[config.mk]
export PLATFORM = sky130hd
export DESIGN_NAME = mc_control
export DESIGN_NICKNAME = d
export VERILOG_FILES = /design/src/rtl/mc_control.sv
export SDC_FILE = /design/constraint.sdc
export NUM_CORES = 1
export LEC_CHECK = 0
export CAP_MARGIN = 20
export CORE_AREA = 2 2 39 41
export CTS_BUF_LIST = sky130_fd_sc_hd__clkbuf_16
export CTS_CLUSTER_DIAMETER = 40
export CTS_CLUSTER_SIZE = 25
export DETAILED_ROUTE_END_ITERATION = 12
export DIE_AREA = 0 0 41 43
export DONT_BUFFER_PORTS = 1
export GPL_TIMING_DRIVEN = 0
export HOLD_SLACK_MARGIN = 0.1
export RECOVER_POWER = 25
export SKIP_LAST_GASP = 1
export SYNTH_ARGS = -nofsm -noshare
export SYNTH_HDL_FRONTEND = slang
export SYNTH_SLANG_ARGS = --single-unit
[constraint.sdc]
create_clock -name clk -period 1.25 [get_ports clk]
set_input_delay 0.0625 -clock clk [delete_from_list [all_inputs] [get_ports clk]]
set_output_delay 0.0625 -clock clk [all_outputs]
set_load 0.05 [all_outputs]
[src/rtl/mc_control.sv]
// Multi-cycle main control FSM for the MIPS datapath.
// Moore-decoded datapath strobes per state; bad_op flags an unsupported opcode in DECODE.
//
// state  | meaning
// -------+-----------------------------------------------
// IDLE   | after reset, all strobes low
// FETCH  | read instruction, PC <= PC+4 when memory ready
// DECODE | register read, branch target into ALUOut
// MEMADR | effective address computation for LW/SW
// MEMRD  | data memory read, wait for ready
// MEMWB  | load write-back from MDR
// MEMWR  | data memory write, wait for ready
// REXEC  | R-type ALU operation
// RWB    | R-type write-back
// BEQ    | branch compare and conditional PC update
// JUMP   | unconditional jump
// LINK   | balrz: link PC into rd, branch to rs if zero
module mc_control (
    input  logic       clk,
    input  logic       rst_n,
    input  logic [5:0] op,
    input  logic       balrz,
    input  logic       mem_ready,
    output logic       pcwrite,
    output logic       pcwritecond,
    output logic       iord,
    output logic       memread,
    output logic       memwrite,
    output logic       irwrite,
    output logic       regwrite,
    output logic       regdst,
    output logic       memtoreg,
    output logic       link_sel,
    output logic       alusrca,
    output logic [1:0] alusrcb,
    output logic       aluop1,
    output logic       aluop0,
    output logic [1:0] pcsource,
    output logic [3:0] state_o,
    output logic       bad_op
);

    localparam logic [5:0] OP_RTYPE = 6'b000000;
    localparam logic [5:0] OP_LW    = 6'b100011;
    localparam logic [5:0] OP_SW    = 6'b101011;
    localparam logic [5:0] OP_BEQ   = 6'b000100;
    localparam logic [5:0] OP_J     = 6'b000010;

    localparam logic [3:0] S_IDLE   = 4'd0;
    localparam logic [3:0] S_FETCH  = 4'd1;
    localparam logic [3:0] S_DECODE = 4'd2;
    localparam logic [3:0] S_MEMADR = 4'd3;
    localparam logic [3:0] S_MEMRD  = 4'd4;
    localparam logic [3:0] S_MEMWB  = 4'd5;
    localparam logic [3:0] S_MEMWR  = 4'd6;
    localparam logic [3:0] S_REXEC  = 4'd7;
    localparam logic [3:0] S_RWB    = 4'd8;
    localparam logic [3:0] S_BEQ    = 4'd9;
    localparam logic [3:0] S_JUMP   = 4'd10;
    localparam logic [3:0] S_LINK   = 4'd11;

    logic [3:0] state;
    logic [3:0] state_next;

    // State register; reset lands in IDLE so every strobe drops at once.
    always_ff @(posedge clk or negedge rst_n) begin
        if (!rst_n) state <= S_IDLE;
        else        state <= state_next;
    end

    // Next-state decode; unused encodings fall back to IDLE.
    always_comb begin
        state_next = S_IDLE;
        case (state)
            S_IDLE:   state_next = S_FETCH;
            S_FETCH:  state_next = mem_ready ? S_DECODE : S_FETCH;
            S_DECODE: begin
                case (op)
                    OP_LW, OP_SW: state_next = S_MEMADR;
                    OP_RTYPE:     state_next = S_REXEC;
                    OP_BEQ:       state_next = S_BEQ;
                    OP_J:         state_next = S_JUMP;
                    default:      state_next = S_FETCH;
                endcase
            end
            S_MEMADR: state_next = (op == OP_LW) ? S_MEMRD : S_MEMWR;
            S_MEMRD:  state_next = mem_ready ? S_MEMWB : S_MEMRD;
            S_MEMWB:  state_next = S_FETCH;
            S_MEMWR:  state_next = mem_ready ? S_FETCH : S_MEMWR;
            S_REXEC:  state_next = balrz ? S_LINK : S_RWB;
            S_RWB:    state_next = S_FETCH;
            S_BEQ:    state_next = S_FETCH;
            S_JUMP:   state_next = S_FETCH;
            S_LINK:   state_next = S_FETCH;
            default:  state_next = S_IDLE;
        endcase
    end

    // Output decode; FETCH gates its register writes on memory ready so a stalled
    // fetch never latches a stale instruction or advances the PC twice.
    always_comb begin
        pcwrite     = 1'b0;
        pcwritecond = 1'b0;
        iord        = 1'b0;
        memread     = 1'b0;
        memwrite    = 1'b0;
        irwrite     = 1'b0;
        regwrite    = 1'b0;
        regdst      = 1'b0;
        memtoreg    = 1'b0;
        link_sel    = 1'b0;
        alusrca     = 1'b0;
        alusrcb     = 2'b00;
        aluop1      = 1'b0;
        aluop0      = 1'b0;
        pcsource    = 2'b00;
        bad_op      = 1'b0;
        case (state)
            S_FETCH: begin
                memread = 1'b1;
                alusrcb = 2'b01;
                irwrite = mem_ready;
                pcwrite = mem_ready;
            end
            S_DECODE: begin
                alusrcb = 2'b11;
                bad_op  = !((op == OP_LW) || (op == OP_SW) || (op == OP_RTYPE) ||
                            (op == OP_BEQ) || (op == OP_J));
            end
            S_MEMADR: begin
                alusrca = 1'b1;
                alusrcb = 2'b10;
            end
            S_MEMRD: begin
                memread = 1'b1;
                iord    = 1'b1;
            end
            S_MEMWB: begin
                regwrite = 1'b1;
                memtoreg = 1'b1;
            end
            S_MEMWR: begin
                memwrite = 1'b1;
                iord     = 1'b1;
            end
            S_REXEC: begin
                alusrca = 1'b1;
                aluop1  = 1'b1;
            end
            S_RWB: begin
                regwrite = 1'b1;
                regdst   = 1'b1;
            end
            S_BEQ: begin
                alusrca     = 1'b1;
                aluop0      = 1'b1;
                pcwritecond = 1'b1;
                pcsource    = 2'b01;
            end
            S_JUMP: begin
                pcwrite  = 1'b1;
                pcsource = 2'b10;
            end
            S_LINK: begin
                regwrite    = 1'b1;
                regdst      = 1'b1;
                link_sel    = 1'b1;
                pcwritecond = 1'b1;
                pcsource    = 2'b11;
                aluop0      = 1'b1;
                alusrca     = 1'b1;
            end
            default: ;
        endcase
    end

    assign state_o = state;

endmodule

Yosys cells after proc, flatten, opt, wreduce, memory -nomap -nowiden:

Index checks and enable logic that the tools add are counted.

* reductions and logical operators: 15
* eq/ne operators: 15
* mux-type cells: 22

Operators with widths (number)
* $pmux 4 s7: 1
* $eq 4x3->1 const B: 4
* $eq 4x4->1 const B: 4
* $pmux 4 s4: 1
* $mux 1: 13
* $eq 6x6->1 const B: 2
* $pmux 2 s3: 2
* $reduce_or 2->1: 5
* $eq 4x2->1 const B: 2
* $eq 6x2->1 const B: 1
* $eq 6x3->1 const B: 1
* $logic_not 6->1: 1
* $mux 2: 3
* $reduce_or 6->1: 1
* $eq 4x1->1 const B: 1
* $logic_not 4->1: 1
* $logic_or 1x1->1: 4
* $reduce_or 4->1: 1
* $mux 3: 1
* $reduce_or 3->1: 1
* $pmux 1 s2: 1
* $logic_not 1->1: 1

* flip-flop bits (word level): 4
* word-level logic and storage cells: 53
* output and inout bits: 22
* input bits: 10

Longest topological paths before layout:

Gate-level depths: netlist of the first run.

* word-level depth: 7
* gate-level depth with buffers: 5
* gate-level depth less buffers: 3

Worst setup path after synthesis of the first run:

Ideal clock, no wire load.

* kind: reg2out
* start point: reg state[2] (netlist: state_o[2])
* end point: out irwrite
* buffers on the path: 2
* required time: 1.188 ns
* arrival time: 2.467 ns
* stages on the path, launching flop included: 4
* path slack: -1.280 ns
* path through: dfrtp_1 > buf_6 > buf_6 > nor4_1

* word-level cells in the longest chain between the ends: 2

RTL lines
* start: declaration: line 62 `logic [3:0] state;`
* start signal: assignment: line 68 `else state <= state_next;`
* $eq 4x1->1: line 118 `case (state)`
* $mux 1: line 118
* end: declaration: line 29 `output logic irwrite,`

Every way passes these cells.

Worst setup path after layout of the first run:

* start point: reg state[0] (netlist: state_o[0])
* end point: out alusrca

* word-level cells in the longest chain between the ends: 3
* elaborated cells between the ends (all ways): 6
* those cells by class: eq/ne: 4; mux: 1; reduce/logical: 1

RTL lines
* $eq 4x4->1 (tied with other cells): line 118
* $reduce_or 4->1 (no source line) (*)
* $mux 1 (*): line 118
* end: declaration: line 34 `output logic alusrca,`

Mark *: on every way between the ends. The rest lies on a longest branch, timed or not.

==> results of run 1 <==
-- final timing paths --
kind,end,slack (ns),cells past startpoint
max,alusrca,-0.54,4
min reg2reg,state_o[2],0.90,2
max reg2reg,state_o[1],-0.38,5
min,state_o[1],0.1,3
min in group asynchronous,state_o[0],0.11,1
max in group asynchronous,state_o[3],0.95,1
-- timing repair --
item                       CTS  global route
hold buffers                 3             0
gates cloned                 1             0
setup buffers               15             3
setup endpoints to repair   22            22
pin swaps                   14            10
hold endpoints to repair     6             0
resized for setup           20             6
-- cells in the mapped netlist (all sizes together) (3+ instances only) --
cell and instances:
dfrtp 4, buf 7, nor2 14, inv 4
nand2 5, nand2b 3, nor3 4, o21ai 3
-- cell families (layout without fill, tap and decap cells) --
| family | count (synthesis) | after routing | share of synthesized area, % |
|---|---|---|---|
| buffers and inverters | 11 | 36 | 12.4 |
| AO/OA/AOI/OAI | 17 | 17 | 23.3 |
| multiplexers | 1 | 1 | 1.71 |
| flip-flops | 4 | 4 | 17.1 |
| XOR/XNOR | 2 | 2 | 2.99 |
| AND/OR/NAND/NOR | 39 | 39 | 42.5 |
-- power by group --
| group | internal (mW) | switching [mW] |
|---|---|---|
| Sequential | 0.197 | 0.264 |
| Clock | 0.409 | 0.0946 |
| Combinational | 1.07 | 1.57 |
| Total | 1.67 | 1.93 |
-- metal layers --
metal  up-vias  track usage, %
li1        320               -
met1       330            35.4
met2        25            48.8
met3         2            3.66
met4         0            6.00
met5         -               0
-- cell type report --
cell class,count,area share (%)
multi-input cells,59,53.6
repair buffers,22,16.7
plain buffers,7,9.89
flip-flops and latches,4,9.57
clock buffers,3,6.52
inverters,4,1.96
well taps,16,1.74
-- through the flow --
step	instance area (um2)	std cells	util (%)	setup WS, ns	total power, mW
after floorplan	788	74	-	-0.300	2.27
after global placement	808	90	58.4	-0.372	2.45
after detailed placement	808	90	58.4	-0.373	2.45
after CTS	1100	112	79.7	-0.522	3.46
after global routing	1150	115	83.2	-0.559	3.75
final	1150	115	83.2	-0.538	3.60
-- worst max-delay path, stage by stage, from the launching register on --
cell and delay, ns:
dfrtp_4 0.57, buf_12 0.15, clkinvlp_4 0.14, buf_6 0.15, a211oi_4 0.48
==> reports/metrics.cfg, run 1 <==
[outcome]
outcome = finished, violations left
violations = negative setup slack

[logic_synthesis]
yosysTopAreaCellShare_pct = 17.1
synth_area_leaders = dfrtp_1, nor2_1, buf_4, nor4bb_4, nor4b_4
synth_top_area_cell = dfrtp_1
synth_edf_count = 0
postSynth.asyncResetShare_pct = 100
syn-mean-instance-area_um2 = 7.91
synth_seq_cells = 4
ys_warn_count = 0
synth_cells = 74
yosysUniqueCellTypes = 38
synth_area_um2 = 586
syn-num-nets = 84
synth_top_flop_cell = dfrtp_1
synth-seq-area-share_pct = 17.1

[placement]
portBuffers = 0
hpwl_um = 1130
routabilityCongestion = 0.695

[floorplanning]
die_h_um = 43
core_um2 = 1380
dieArea_um2 = 1760
design.portCount = 32
initial_core_util_pct = 42.3
die_width_um = 41
fp-row-count = 14

[clock_network]
clock_latency_ns = 0.23
h-tree-depth = 1
clkTransAtPathRegs_ns = 0.03
cts_tree = yes
root_buffer = clkbuf_16
clockBufferDepth = 2
clock_sinks = 4
numCtsBuffers = 3

[sta]
timing.fmax_mhz = 559
fin_crit_sh_pct = 143
hold_viol = 0
timing.final.max_slew_violations = 0
rsz0062_at_grt = true
whs_ns = 0.0951
setup_tns_ns = -8.25
clock_skew_ns = 0.00361
slew_headroom_pct = 51.0
period_minus_slack_ns = 1.79
worstMarginPinSlew_ns = 0.730
post-route-worst-setup-slack_ns = -0.538
setup_viol = 22

[critical_path]
r2r_start = state_o[2]
critPathKind = register to output port
crit_path_max_fanout = 7
required_ns = 1.19
crit_start = state_o[0]
critPathArrivalTime_ns = 1.73
startpoint_type = register
worstSetupEndpointType = output port

[finish]
areaGrowthSynthToFinish_pct = 96.6
seqCellArea_um2 = 110
drive_gt1_share_pct = 68.7
multi_input_comb_area_um2 = 617
n_antenna_cell = 0
final_cell_mix = buf_4, nor2_4, buf_6
largest_reg_flops = 4
n_fill_cell = 94
fin_nets = 111
layout_commonest_cell = buf_4

[drt]
drtAntennaViolNets = 0
drt-total-wl_um = 2140
top_layer = met4
vias = 677
drt-pass1-iter-count = 4
wl_per_cell_um = 18.6
via_per_inst = 5.89
met1_length_um = 836
drt-initial-drc-count = 9
route.detailed.drc = 0
route.met2.wl_um = 1200
met3_length_um = 85

[global_routing]
grt_pass1_vias = 695
grt_pass1_wl_um = 3360
gr-total-overflow = 0
antenna_found_initial = 0
grt_max_degree = 11
grt.total_usage_pct = 28.3

[pwr]
p_leak_nw = 0.427
vdd_drop_max_mv = 2.00
power_density_nw_per_um2 = 3130

[flow_run]
maxCapViolations = 0

[hold_path]
hold_start = op[4]
hold_path.class = primary input to register

Note: power is estimated with default switching activity, not from simulation.
==> inputs of run 2 (changes only) <==
--- a/config.mk
+++ b/config.mk
@@ -17,2 +17,3 @@
 export HOLD_SLACK_MARGIN = 0.1
+export PLACE_DENSITY = 0.58
 export RECOVER_POWER = 25
--- a/constraint.sdc
+++ b/constraint.sdc
@@ -3,2 +3,2 @@
 set_output_delay 0.0625 -clock clk [all_outputs]
-set_load 0.05 [all_outputs]
+set_load 0.1 [all_outputs]
==> run 2 against run 1 <==
Compared with the run above:
- the flow still finishes with violations (negative setup slack)
- critical path depth unchanged
- wire length is 4.7% higher
- cell count is 0.87% higher
- first-iteration DRC count increased by 67%
- clock skew is essentially flat
- design area grew 6.1%
- via count is 7.4% higher
==> reports/metrics.cfg, run 2 (synthesis results as in run 1) <==
[outcome]
outcome = finished, violations left
violations = negative setup slack

[placement]
portBuffers = 0
hpwl_um = 1180
routabilityCongestion = 0.775
dp_slack_ns = -0.924

[finish]
multi_input_comb_area_um2 = 628
n_antenna_cell = 0
n_fill_cell = 68
layout_commonest_cell = buf_4
fin_nets = 112
final_cell_mix = buf_4, nor2_4, buf_12
areaGrowthSynthToFinish_pct = 109
seqCellArea_um2 = 115
largest_reg_flops = 4
drive_gt1_share_pct = 67.0

[critical_path]
startpoint_type = register
r2r_cells = 7
r2r_start = state_o[2]
worstSetupEndpointType = output port
crit_path_max_fanout = 10
required_ns = 1.19
critPathKind = register to output port
critPathArrivalTime_ns = 2.15
regToRegEndpoint = state_o[3]
r2r_setup_slack_ns = -0.70

[sta]
period_minus_slack_ns = 2.21
rsz0062_at_grt = true
hold_viol = 0
fin_crit_sh_pct = 177
post-route-worst-setup-slack_ns = -0.960
setup_viol = 22
slew_headroom_pct = 28.5
whs_ns = 0.107
worstMarginPinSlew_ns = 1.07
clock_skew_ns = 0.00345
timing.final.max_slew_violations = 0
timing.fmax_mhz = 452

[floorplanning]
fp-row-count = 14
dieArea_um2 = 1760
initial_core_util_pct = 42.3
die_h_um = 43
design.portCount = 32
core_um2 = 1380
die_width_um = 41

[clock_network]
clock_sinks = 4
clock_latency_ns = 0.22
h-tree-depth = 1
clockBufferDepth = 2
clkTransAtPathRegs_ns = 0.03
cts_tree = yes
numCtsBuffers = 3
root_buffer = clkbuf_16

[global_routing]
grt.total_usage_pct = 28.6
gr-total-overflow = 0
grt_pass1_wl_um = 3370
grt_pass1_vias = 723
grt_max_degree = 11
antenna_found_initial = 0

[drt]
drt-total-wl_um = 2240
route.detailed.drc = 0
drt-initial-drc-count = 15
vias = 727
via_per_inst = 6.27
drt-pass1-iter-count = 4
wl_per_cell_um = 19.3
drtAntennaViolNets = 0

[hold_path]
hold_path.class = primary input to async pin

[flow_run]
maxCapViolations = 0

==> run 2: cell count changes in the layout (fill, tap and decap cells not counted), moves of 2 or more <==
cell     delta
buf_8       +4
buf_12      +2
nand2_2     -2
dfrtp_2     -2
dfrtp_4     +2
buf_6       -4
buf_4       -2
==> run 2: routing by layer <==
metal	wire length, um	vias to the layer above	track usage [%]	part of all wire [%]
met5	0	-	0	0
met4	82	0	9.33	3.7
met3	149	10	5.76	6.7
met2	1110	46	45.0	49
met1	897	346	37.4	40
li1	-	325	-	-
==> run 2: what timing repair did <==
| action | CTS | global route |
|---|---|---|
| hold buffers | 4 | 0 |
| setup endpoints to repair | 22 | 22 |
| pin swaps | 11 | 4 |
| setup buffers | 16 | 2 |
| hold endpoints to repair | 7 | 0 |
| gates resized for setup | 21 | 7 |
==> run 2: worst max-delay path, cell delays in order, from the launching register on <==
cell and delay [ns]:
dfrtp_4 0.61, buf_8 0.16, buf_6 0.17, nor2_1 0.09, a211oi_4 0.88
==> run 2: cell type report <==
| type | instances | share of cell area, % |
|---|---|---|
| flip-flops and latches | 4 | 9.43 |
| clock buffers | 3 | 6.15 |
| inverters | 4 | 1.84 |
| well taps | 16 | 1.64 |
| multi-input cells | 59 | 51.4 |
| plain buffers | 7 | 9.94 |
| repair buffers | 23 | 19.6 |
==> run 2: worst max path at each step <==
stage,depth (start not counted),start,endpoint
after global placement,3,state_o[1],irwrite
after detailed placement,3,state_o[0],alusrca
after global routing,4,state_o[1],alusrca
after CTS,3,state_o[0],alusrca
after floorplan,3,state_o[1],irwrite
final,4,state_o[1],alusrca
==> run 2: per-stage QoR <==
stage | setup TNS [ns] | util, % | cell area, um2 | cells
after floorplan | -10.46 | - | 806 | 74
after global placement | -11.97 | 59.7 | 826 | 90
after detailed placement | -11.55 | 60.8 | 841 | 91
after CTS | -15.73 | 84.6 | 1170 | 114
after global routing | -16.67 | 88.2 | 1220 | 116
final | -15.99 | 88.2 | 1220 | 116
Power of run 2 is left out: the tool's default activity adds up to more than one toggle a clock period on the data nets, which glitch-free logic cannot reach.
==> inputs of run 3 (changes only) <==
- CORE_AREA: 2 2 39 41 -> 2 2 42 44
- DIE_AREA: 0 0 41 43 -> 0 0 44 46
- PLACE_DENSITY: 0.58 -> 0.51
==> run 3 against run 2 <==
Compared with the run above:
- the run still ends with negative setup slack left
- worst hold slack worse by 0.0062 ns
- non-clock buffer count increased by 2
- critical path depth is the same
- count of clock-buffer cells in the layout unchanged
- first-iteration DRC count fell by 33%
- die area grew 15%
- via count fell by 7.8%
- clock skew down 0.0032 ns
- global-route usage shrank 7.8 points
- utilization decreased by 13 points
- register-to-register slack improved by 0.08 ns
- fmax grew 0.67%
==> reports/metrics.cfg, run 3 (synthesis results as in run 1) <==
[drt]
drtAntennaViolNets = 0
via_per_inst = 5.63
drt-total-wl_um = 1950
drt-initial-drc-count = 10
vias = 670
drt-pass1-iter-count = 4
route.detailed.drc = 0
wl_per_cell_um = 16.4

[finish]
fin_nets = 114
fin_util_pct = 75.2
largest_reg_flops = 4
layout_commonest_cell = buf_4
final_cell_mix = buf_4, nor2_4, buf_6, dlygate4sd3_1
areaGrowthSynthToFinish_pct = 107
n_antenna_cell = 0
drive_gt1_share_pct = 66.7

[clock_network]
root_buffer = clkbuf_16
clock_latency_ns = 0.22
numCtsBuffers = 3
clock_sinks = 4
clkTransAtPathRegs_ns = 0.03
h-tree-depth = 1
clockBufferDepth = 2
cts_tree = yes

[critical_path]
critPathArrivalTime_ns = 2.13
critPathKind = register to output port
critPathMaxStageDelay_ns = 0.78
crit_start = state_o[1]
startpoint_type = register
required_ns = 1.19
crit_path_max_fanout = 4
crit_buf_inv = 2
crit_chain = buf_6, buf_4, nor2b_2, nor3_4
cp_slowest_cell = nor3_4
worstSetupEndpointType = output port
crit_family = simple AND/OR/NAND/NOR gates
r2r_start = state_o[2]

[flow_run]
maxCapViolations = 0

[sta]
clock_skew_ns = 0.000271
setup_viol = 22
period_minus_slack_ns = 2.20
post-route-worst-setup-slack_ns = -0.946
worstMarginPinSlew_ns = 1.07
slew_headroom_pct = 28.6
timing.final.max_slew_violations = 0
hold_viol = 0
timing.fmax_mhz = 455
fin_crit_sh_pct = 176
rsz0062_at_grt = true

[floorplanning]
dieArea_um2 = 2020
design.portCount = 32
die_h_um = 46
fp-row-count = 15
core_um2 = 1610
initial_core_util_pct = 36.3
die_width_um = 44

[hold_path]
hold_start = op[4]
hold_path.class = primary input to register

[placement]
hpwl_um = 1210
portBuffers = 0
routabilityCongestion = 0.696

[global_routing]
gr-total-overflow = 0
grt.total_usage_pct = 20.8
grt_pass1_vias = 650
antenna_found_initial = 0
grt_pass1_wl_um = 3050
grt_max_degree = 11

[outcome]
outcome = finished, violations left
violations = negative setup slack

-- run 3: final timing paths --
| path | endpoint | slack, ns | cells past startpoint |
|---|---|---|---|
| setup / recovery | regdst | -0.95 | 4 |
| hold / removal | state_o[3] | 0.10 | 2 |
| setup reg to reg | state_o[3] | -0.62 | 6 |
| hold reg to reg | state_o[2] | 1.03 | 2 |
| max in group asynchronous | state_o[0] | 0.95 | 1 |
| min in group asynchronous | state_o[3] | 0.11 | 1 |
-- run 3: what timing repair did --
| action | CTS | global route |
|---|---|---|
| hold buffers | 5 | 0 |
| setup endpoints to repair | 22 | 22 |
| resized for setup | 24 | 5 |
| setup buffers | 15 | 5 |
| hold endpoints to repair | 7 | 0 |
| pin swaps | 15 | 7 |
-- run 3: routing by layer --
layer / track usage, % / vias to the layer above / share of wire [%]
met5: 0 / - / 0
met4: 7.88 / 0 / 1.1
met3: 3.97 / 2 / 5.8
met2: 30.3 / 21 / 50
met1: 30.1 / 321 / 43
li1: - / 326 / -
-- run 3: layout make-up --
cell class | instances | area (um2)
flip-flops and latches | 4 | 115
multi-input cells | 59 | 627
repair buffers | 25 | 235
inverters | 4 | 22.5
fillers | 119 | 400
plain buffers | 7 | 118
well taps | 17 | 21.3
clock buffers | 3 | 75.1
-- run 3: through the flow --
step	std cells	setup WS, ns	instance area (um2)	TNS (ns)	hold WS [ns]
after global placement	91	-0.926	827	-12.15	-0.233
after detailed placement	92	-0.920	842	-11.54	-0.233
after global routing	119	-0.982	1210	-16.15	0.119
after floorplan	74	-0.889	806	-10.46	-0.233
final	119	-0.946	1210	-15.26	0.101
after CTS	115	-0.938	1170	-15.61	0.101
Power of run 3 is left out for the same reason.
